--- src/rtl/hazard_unit.sv ---
// hazard_unit: RAW scoreboard, operand-forward select and branch/jump squash control; build with HAZARD_UNIT_FWD_EN for forwarding.
// Latency: stall/killF/killD/fwdA/fwdB are combinational from ID and the scoreboard; the scoreboard advances every clk edge.
// Backpressure: stall holds PC and IF/ID and drops a bubble into EX; a taken branch kills IF/ID and flushes for one cycle.
module hazard_unit (
    input  logic       clk,
    input  logic       reset,
    input  logic       id_valid,
    input  logic [3:0] id_opcode,
    input  logic [2:0] id_func,
    input  logic [2:0] id_rs1,
    input  logic [2:0] id_rs2,
    input  logic [2:0] id_rd,
    input  logic       id_rs1_used,
    input  logic       id_rs2_used,
    input  logic       id_regwr,
    input  logic       id_memrd,
    input  logic       ex_taken,
    output logic       stall,
    output logic       killF,
    output logic       killD,
    output logic [1:0] fwdA,
    output logic [1:0] fwdB
);
    localparam logic [3:0] OP_JMP  = 4'b0001;
    localparam logic [3:0] OP_NOOP = 4'b1111;

    typedef struct packed {
        logic       vld;
        logic       regwr;
        logic       memrd;
        logic [2:0] rd;
    } sb_entry_t;

    typedef enum logic {RUN = 1'b0, FLUSH = 1'b1} state_t;

    sb_entry_t ex_q, ex_d, mem_q, mem_d, wb_q, wb_d;
    state_t    state_q, state_d;
    logic      first_q, first_d;

    logic       out_gate, run_st, in_run, hazard;
    logic       a_ex, a_mem, b_ex, b_mem;
    logic [1:0] fwd_a, fwd_b;

    // The WB entry and id_func never create a hazard: the regfile writes before it reads.
    logic unused_inputs;
    assign unused_inputs = ^{id_func, wb_q};

    function automatic logic src_match(input sb_entry_t e, input logic [2:0] rs, input logic used);
        return e.vld && e.regwr && (e.rd != 3'd0) && used && (rs == e.rd);
    endfunction

    always_comb begin
        // Outputs stay quiet during reset and for the first cycle after release.
        out_gate = reset || first_q;
        run_st   = (state_q == RUN);
        in_run   = run_st && !out_gate;

        a_ex  = id_valid && src_match(ex_q,  id_rs1, id_rs1_used);
        a_mem = id_valid && src_match(mem_q, id_rs1, id_rs1_used);
        b_ex  = id_valid && src_match(ex_q,  id_rs2, id_rs2_used);
        b_mem = id_valid && src_match(mem_q, id_rs2, id_rs2_used);

`ifdef HAZARD_UNIT_FWD_EN
        hazard = ex_q.memrd && (a_ex || b_ex);
        // An EX-stage load is the newest producer but cannot forward yet; the stall covers it.
        fwd_a  = a_ex ? (ex_q.memrd ? 2'b00 : 2'b01) : (a_mem ? 2'b10 : 2'b00);
        fwd_b  = b_ex ? (ex_q.memrd ? 2'b00 : 2'b01) : (b_mem ? 2'b10 : 2'b00);
`else
        hazard = a_ex || a_mem || b_ex || b_mem;
        fwd_a  = 2'b00;
        fwd_b  = 2'b00;
`endif

        killD = in_run && ex_taken;
        stall = in_run && !ex_taken && hazard;
        killF = killD || (in_run && id_valid && (id_opcode == OP_JMP) && !stall);
        fwdA  = in_run ? fwd_a : 2'b00;
        fwdB  = in_run ? fwd_b : 2'b00;

        state_d = killD ? FLUSH : RUN;
        first_d = 1'b0;

        ex_d = '0;
        if (id_valid && run_st && !stall && !killD) begin
            ex_d.vld   = 1'b1;
            ex_d.regwr = id_regwr && (id_opcode != OP_NOOP);
            ex_d.memrd = id_memrd;
            ex_d.rd    = id_rd;
        end
        mem_d = ex_q;
        wb_d  = mem_q;
    end

    always_ff @(posedge clk or posedge reset) begin
        if (reset) begin
            ex_q    <= '0;
            mem_q   <= '0;
            wb_q    <= '0;
            state_q <= RUN;
            first_q <= 1'b1;
        end else begin
            ex_q    <= ex_d;
            mem_q   <= mem_d;
            wb_q    <= wb_d;
            state_q <= state_d;
            first_q <= first_d;
        end
    end
endmodule

--- config.mk ---
export PLATFORM = sky130hd
export DESIGN_NAME = hazard_unit
export DESIGN_NICKNAME = d
export VERILOG_FILES = /design/src/rtl/hazard_unit.sv
export SDC_FILE = /design/constraint.sdc
export NUM_CORES = 1
export LEC_CHECK = 0
export CORE_MARGIN = 8
export CORE_UTILIZATION = 39
export CTS_CLUSTER_SIZE = 20
export DETAILED_ROUTE_END_ITERATION = 6
export GPL_ROUTABILITY_DRIVEN = 0
export PLACE_DENSITY = 0.78
export SETUP_SLACK_MARGIN = 0.5
export SLEW_MARGIN = 5
export SYNTH_ARGS = -nofsm -noshare
export SYNTH_HDL_FRONTEND = slang
export SYNTH_SLANG_ARGS = --single-unit
--- constraint.sdc ---
create_clock -name clk -period 1.8 [get_ports clk]
set_input_delay 0.36 -clock clk [delete_from_list [all_inputs] [get_ports clk]]
set_output_delay 0.36 -clock clk [all_outputs]
set_load 0.01 [all_outputs]
== Word level (Yosys, flattened, before mapping) ==
Index checks and enable logic that the tools add are counted.

* Register bits: 12
* Input bits: 24
* Logic and storage cells: 55

* Reductions and logical operators: 38
* Muxes and demuxes: 2
* Bitwise logic cells: 1
* Eq/ne operators: 6

{| class="wikitable"
|+ Operators with widths
! kind !! count
|-
| $logic_and 1x1->1 || 27
|-
| $eq 3x3->1 || 4
|-
| $mux 6 || 1
|-
| $reduce_bool 3->1 || 2
|-
| $logic_or 1x1->1 || 5
|-
| $eq 4x1->1 const B || 1
|-
| $logic_not 1->1 || 4
|-
| $ne 4x4->1 const B || 1
|-
| $mux 1 || 1
|-
| $not 1->1 || 1
|}

== Longest topological paths before layout ==
* Depth in word-level cells: 13
* Mapped depth: 4
* Depth with buffers taken out: 4

== Worst setup path after synthesis ==
No wires, ideal clock.

* Path kind: register -> output
* Start point: register state_q
* End point: output stall
* Slack: 111 ps
* Cell stages (with the launch flop): 5
* Buffers on the path: 0
* Data arrival time: 1329 ps
* Path through: dfrtp_1 -> nor4b_4 -> nand2b_2 -> a211oi_2 -> or2_1

* Longest elaborated chain between the ends: 4

{| class="wikitable"
|+ RTL lines
! what !! RTL line !! source
|-
| start, declared || 37 || <nowiki>state_t state_q, state_d;</nowiki>
|-
| start signal, assigned || 105 || <nowiki>state_q <= state_d;</nowiki>
|-
| $not 1->1 || 55 || <nowiki>run_st = (state_q == RUN);</nowiki>
|-
| $logic_and 1x1->1 || 56 || <nowiki>in_run = run_st && !out_gate;</nowiki>
|-
| $logic_and 1x1->1 (2 in a row) || 75 || <nowiki>stall = in_run && !ex_taken && hazard;</nowiki>
|-
| end, declared || 18 || <nowiki>output logic stall,</nowiki>
|}

No other way between the ends.

== Final worst setup path ==
* Start point: register ex_q[0] (netlist name)
* End point: output killF

* Longest elaborated chain between the ends: 12
* Elaborated cells on any way between the ends: 17
* Those cells by class: 2 x eq/ne; 15 x reduce/logical

{| class="wikitable"
|+ RTL lines
! what !! RTL line !! source
|-
| start, declared || 36 || <nowiki>sb_entry_t ex_q, ex_d, mem_q, mem_d, wb_q, wb_d;</nowiki>
|-
| start signal, assigned || 96 || <nowiki>ex_q <= '0;</nowiki>
|-
| start signal, assigned || 102 || <nowiki>ex_q <= ex_d;</nowiki>
|-
| $reduce_bool 3->1 || 49 || <nowiki>return e.vld && e.regwr && (e.rd != 3'd0) && used && (rs == e.rd);</nowiki>
|-
| $logic_and 1x1->1 (3 in a row) || 49 ||
|-
| $logic_and 1x1->1 || 58 || <nowiki>a_ex = id_valid && src_match(ex_q, id_rs1, id_rs1_used);</nowiki>
|-
| $logic_or 1x1->1 || 69 || <nowiki>hazard = a_ex || a_mem || b_ex || b_mem;</nowiki>
|-
| $logic_or 1x1->1 * (2 in a row) || 69 ||
|-
| $logic_and 1x1->1 * || 75 ||
|-
| $logic_not 1->1 * || 76 || <nowiki>killF = killD || (in_run && id_valid && (id_opcode == OP_JMP) && !stall);</nowiki>
|-
| $logic_and 1x1->1 * || 76 ||
|-
| $logic_or 1x1->1 * || 76 ||
|-
| end, declared || 19 || <nowiki>output logic killF,</nowiki>
|}

Mark *: on every way between the ends. The rest lies on a longest branch, timed or not.

==> impl.org <==
** Floorplanning
- The total area inside the core boundary comes to approximately 1500 sq um.
- Boundary Pins :: 31
- The die covers 3190 sq um.
- Die height :: about 56 um
- Width of the die :: 56.5 um
- Number of rows created at floorplan :: 14
- The initial utilization of the core area, before any placement, comes to between 40% and 50%.

** Detailed routing
- The final route contains 600 vias.
- Post-detailed-route wirelength per cell :: about 17 um
- Summed over all layers, the routed wires come to 1940 um.
- DR iter-0 viols :: 10
- Per-cell via count in the routed design :: between 5 and 6
- The detail route stage leaves a number of antenna-violating nets equal to 0.
- After detailed routing, the number of remaining DRC violations is 0.
- Detailed-routing iteration count for the pre-antenna-repair pass :: 4

** Power and ir drop
- Power density normalized to cell area :: roughly 570 nW/um^2
- Maximum ir drop on the vdd rail :: around 350 uV
- For this design the static power due to leakage is 0.000503 uW.

** Clocking
- Clock buffer count from CTS :: 3
- Clock tree synthesis selected as its root buffer the cell sky130_fd_sc_hd__clkbuf_4.
- CTS saw 12 sinks.
- Htree depth :: 1
- The clock passes through at most 2 buffers.
- After clock tree synthesis, the clock-pin slew on the worst setup and hold paths is roughly 0.080 ns.
- Clock tree from TritonCTS :: done
- Clock latency reported for the late side of the worst-skew pair :: around 0.28 ns

** Global routing
- Number of global-route vias before repair :: ~650
- In the global route stage, met2 resource usage came out at about a fifth.
- The first global-routing pass estimated 3040 um of wire.
- Global routing finished with a remaining overflow of 0.
- Global routing usage on met3 :: around 4.5%
- Number of antenna violations at the first check in global routing :: 0
- For met1 alone, demand over resource in global routing was between 10% and 20%.
- In the global route stage, overall resource usage came out at 12.3%.
- The layer flagged by global routing as most heavily used is met2.
- Maximum number of pins on one net before global-route repair :: 13

** Timing
- Setup repair after global routing could not meet its margin everywhere.
- Static timing analysis puts the maximum clock frequency at approximately 450 MHz.
- The max-slew violation total from the final report was 0.
- In the post-route analysis, the smallest setup slack over all paths is -0.400 ns.
- Setup violations remaining at the end of the flow were counted as 8.
- The total count of hold-check failures in the final report came to 0.
- After layout, the worst path uses 122% of the clock period.
- Subtracting the final worst setup slack from the clock period gives ~2.2 ns.
- Worst Skew :: between 0.006 and 0.007 ns

** Placed design
- In this run the cell area measured after placement is between 900 and 1000 sq um.
- Port buffering added 22 buffers.
- After legalization and detailed placement, the total HPWL measured about 1200 um.

** Final layout
- End-of-flow core utilization :: approximately 76%
- Count of nets after finishing :: between 100 and 150
- Fraction of final layout cells with drive strength greater than 1 :: 50.0%
- Antenna Cells :: 0
- Final Cell Area :: 1160 sq um
- Compared with the post-synthesis result, the final layout area differs by 80.8%.

** Critical path
- The worst setup path is launched from a flop.
- Critical path data required time :: about 1.4 ns
- The critical path in this run is classified as flop to output port.
- In this run the worst path has a maximum fanout of 4.
- Crit path arrival time :: 1.84 ns
- STA classifies the critical path endpoint as an output port.

** Logic synthesis
- Seq/Total Area, Yosys :: 47.2%
- Post-synthesis instance total :: 54
- Library cells used by synthesis :: 19
- In this run the biggest area consumer among cell types represents a little over two fifths of the synthesized area.
- Post-synthesis instance area :: approximately 640 sq um
- In this run, synthesis produced a sequential element count of 12.
- In the post-synthesis netlist, the biggest area contributors are sky130_fd_sc_hd__dfrtp_1, sky130_fd_sc_hd__xnor2_1, sky130_fd_sc_hd__nor4b_1.
- Yosys top cell by area :: sky130_fd_sc_hd__dfrtp_1
- For this run, the number of Yosys warnings is 0.
- Each instance of the synthesized netlist takes up on average ~12 sq um.

** Run status
- Run status :: finished, violations left
- The final reports fail on negative setup slack.

** Flow run
- MaxCap Viol Count :: 0

** Worst hold path
- The tightest min-delay check is of the primary input to asynchronous set/reset pin type.
sequential cells by signal, indices dropped and copies added, names as in the netlist:
signal / cells
mem_q: 5
first_q: 1
state_q: 1
ex_q: 5
per-stage QoR:
step | TNS, ns | hold slack, ns | instances | setup WS (ns) | power (uW)
6_report | -1.21 | 0.259 | 116 | -0.400 | 660
5_1_grt | -1.55 | 0.306 | 116 | -0.464 | 684
4_1_cts | -0.716 | 0.271 | 111 | -0.348 | 643
3_5_place_dp | -2.72 | 0.379 | 98 | -0.828 | 427
3_3_place_gp | -2.53 | 0.379 | 98 | -0.802 | 425
2_1_floorplan | 0 | 0.224 | 58 | 0.177 | 368
metal layers:
metal | part of all wire (%) | wire length [um]
met3 | 6.4 | 125
met1 | 42 | 821
met2 | 48 | 925
met5 | 0 | 0
met4 | 3.4 | 65
report_power, final:
part	switching [uW]	leakage, uW	internal [uW]	total, uW
combinational	52.3	0.000337	80.9	133
sequential	22.7	0.000145	288	310
clock	93.2	0.0000210	123	216
kinds of logic after synthesis:
group / count (synthesis) / share of synthesized area (%)
DFF: 12 / 47.2
xor gates and xnor gates: 12 / 16.4
other: 1 / 0.587
buffers and inverters: 6 / 5.87
AOI/OAI and AO/OA: 5 / 7.83
and+or+nand+nor: 18 / 22.1
worst paths after layout:
path | from | slack, ns | endpoint | cells past startpoint
worst max register to register | state_q | -0.05 | ex_q[4] | 6
worst min register to register | ex_q[5] | 0.39 | mem_q[5] | 0
worst max-delay path | ex_q[0] | -0.40 | killF | 7
max in group asynchronous | reset | 1.21 | first_q | 2
worst min-delay path | reset | 0.26 | state_q | 2
min in group clk | ex_q[5] | 0.39 | mem_q[5] | 0
synthesized netlist by cell type, drive strengths merged:
master  instances
nor4b           5
xnor2          12
nand4           5
dfrtp          11
o311ai          2
dfstp           1
nor3            1
buf             4
nand2b          1
nand3b          1
or2             1
nor4            1
nand2           2
inv             2
o31ai           1
conb            1
a211oi          2
or4b            1
worst max-delay path: stages (launching register included):
cell and delay [ns]:
sky130_fd_sc_hd__dfrtp_2 0.45, sky130_fd_sc_hd__xnor2_1 0.17, sky130_fd_sc_hd__nand4_1 0.19, sky130_fd_sc_hd__a211oi_4 0.31, sky130_fd_sc_hd__buf_4 0.16, sky130_fd_sc_hd__buf_6 0.09, sky130_fd_sc_hd__o31ai_2 0.04, sky130_fd_sc_hd__buf_2 0.14
cell type report:
cell class | instances | area (sq um)
fill | 114 | 368
sequential | 12 | 309
timing repair buffer | 42 | 367
tap | 16 | 20.0
multi-input combinational | 40 | 417
inverter | 2 | 7.51
clock buffer | 4 | 36.3
repair_timing:
item | CTS | global route
pin swaps | 10 | 9
hold endpoints to repair | 0 | 0
gates resized for setup | 31 | 9
setup buffers | 9 | 5
hold buffers | 0 | 0
setup endpoints to repair | 9 | 9
cells in the final DEF (no fill, tap or decap), drive strengths merged, types with 2 or more instances in the layout:
master         synthesis  final
buf                    4     23
xnor2                 12     12
clkdlybuf4s50          0     11
dfrtp                 11     11
dlygate4sd2            0      8
nand4                  5      5
conb                   1      5
nor4b                  5      5
clkbuf                 0      4
a211oi                 2      2
nand2                  2      2
o311ai                 2      2
inv                    2      2
No activity file was read; power rests on OpenSTA's default activity.
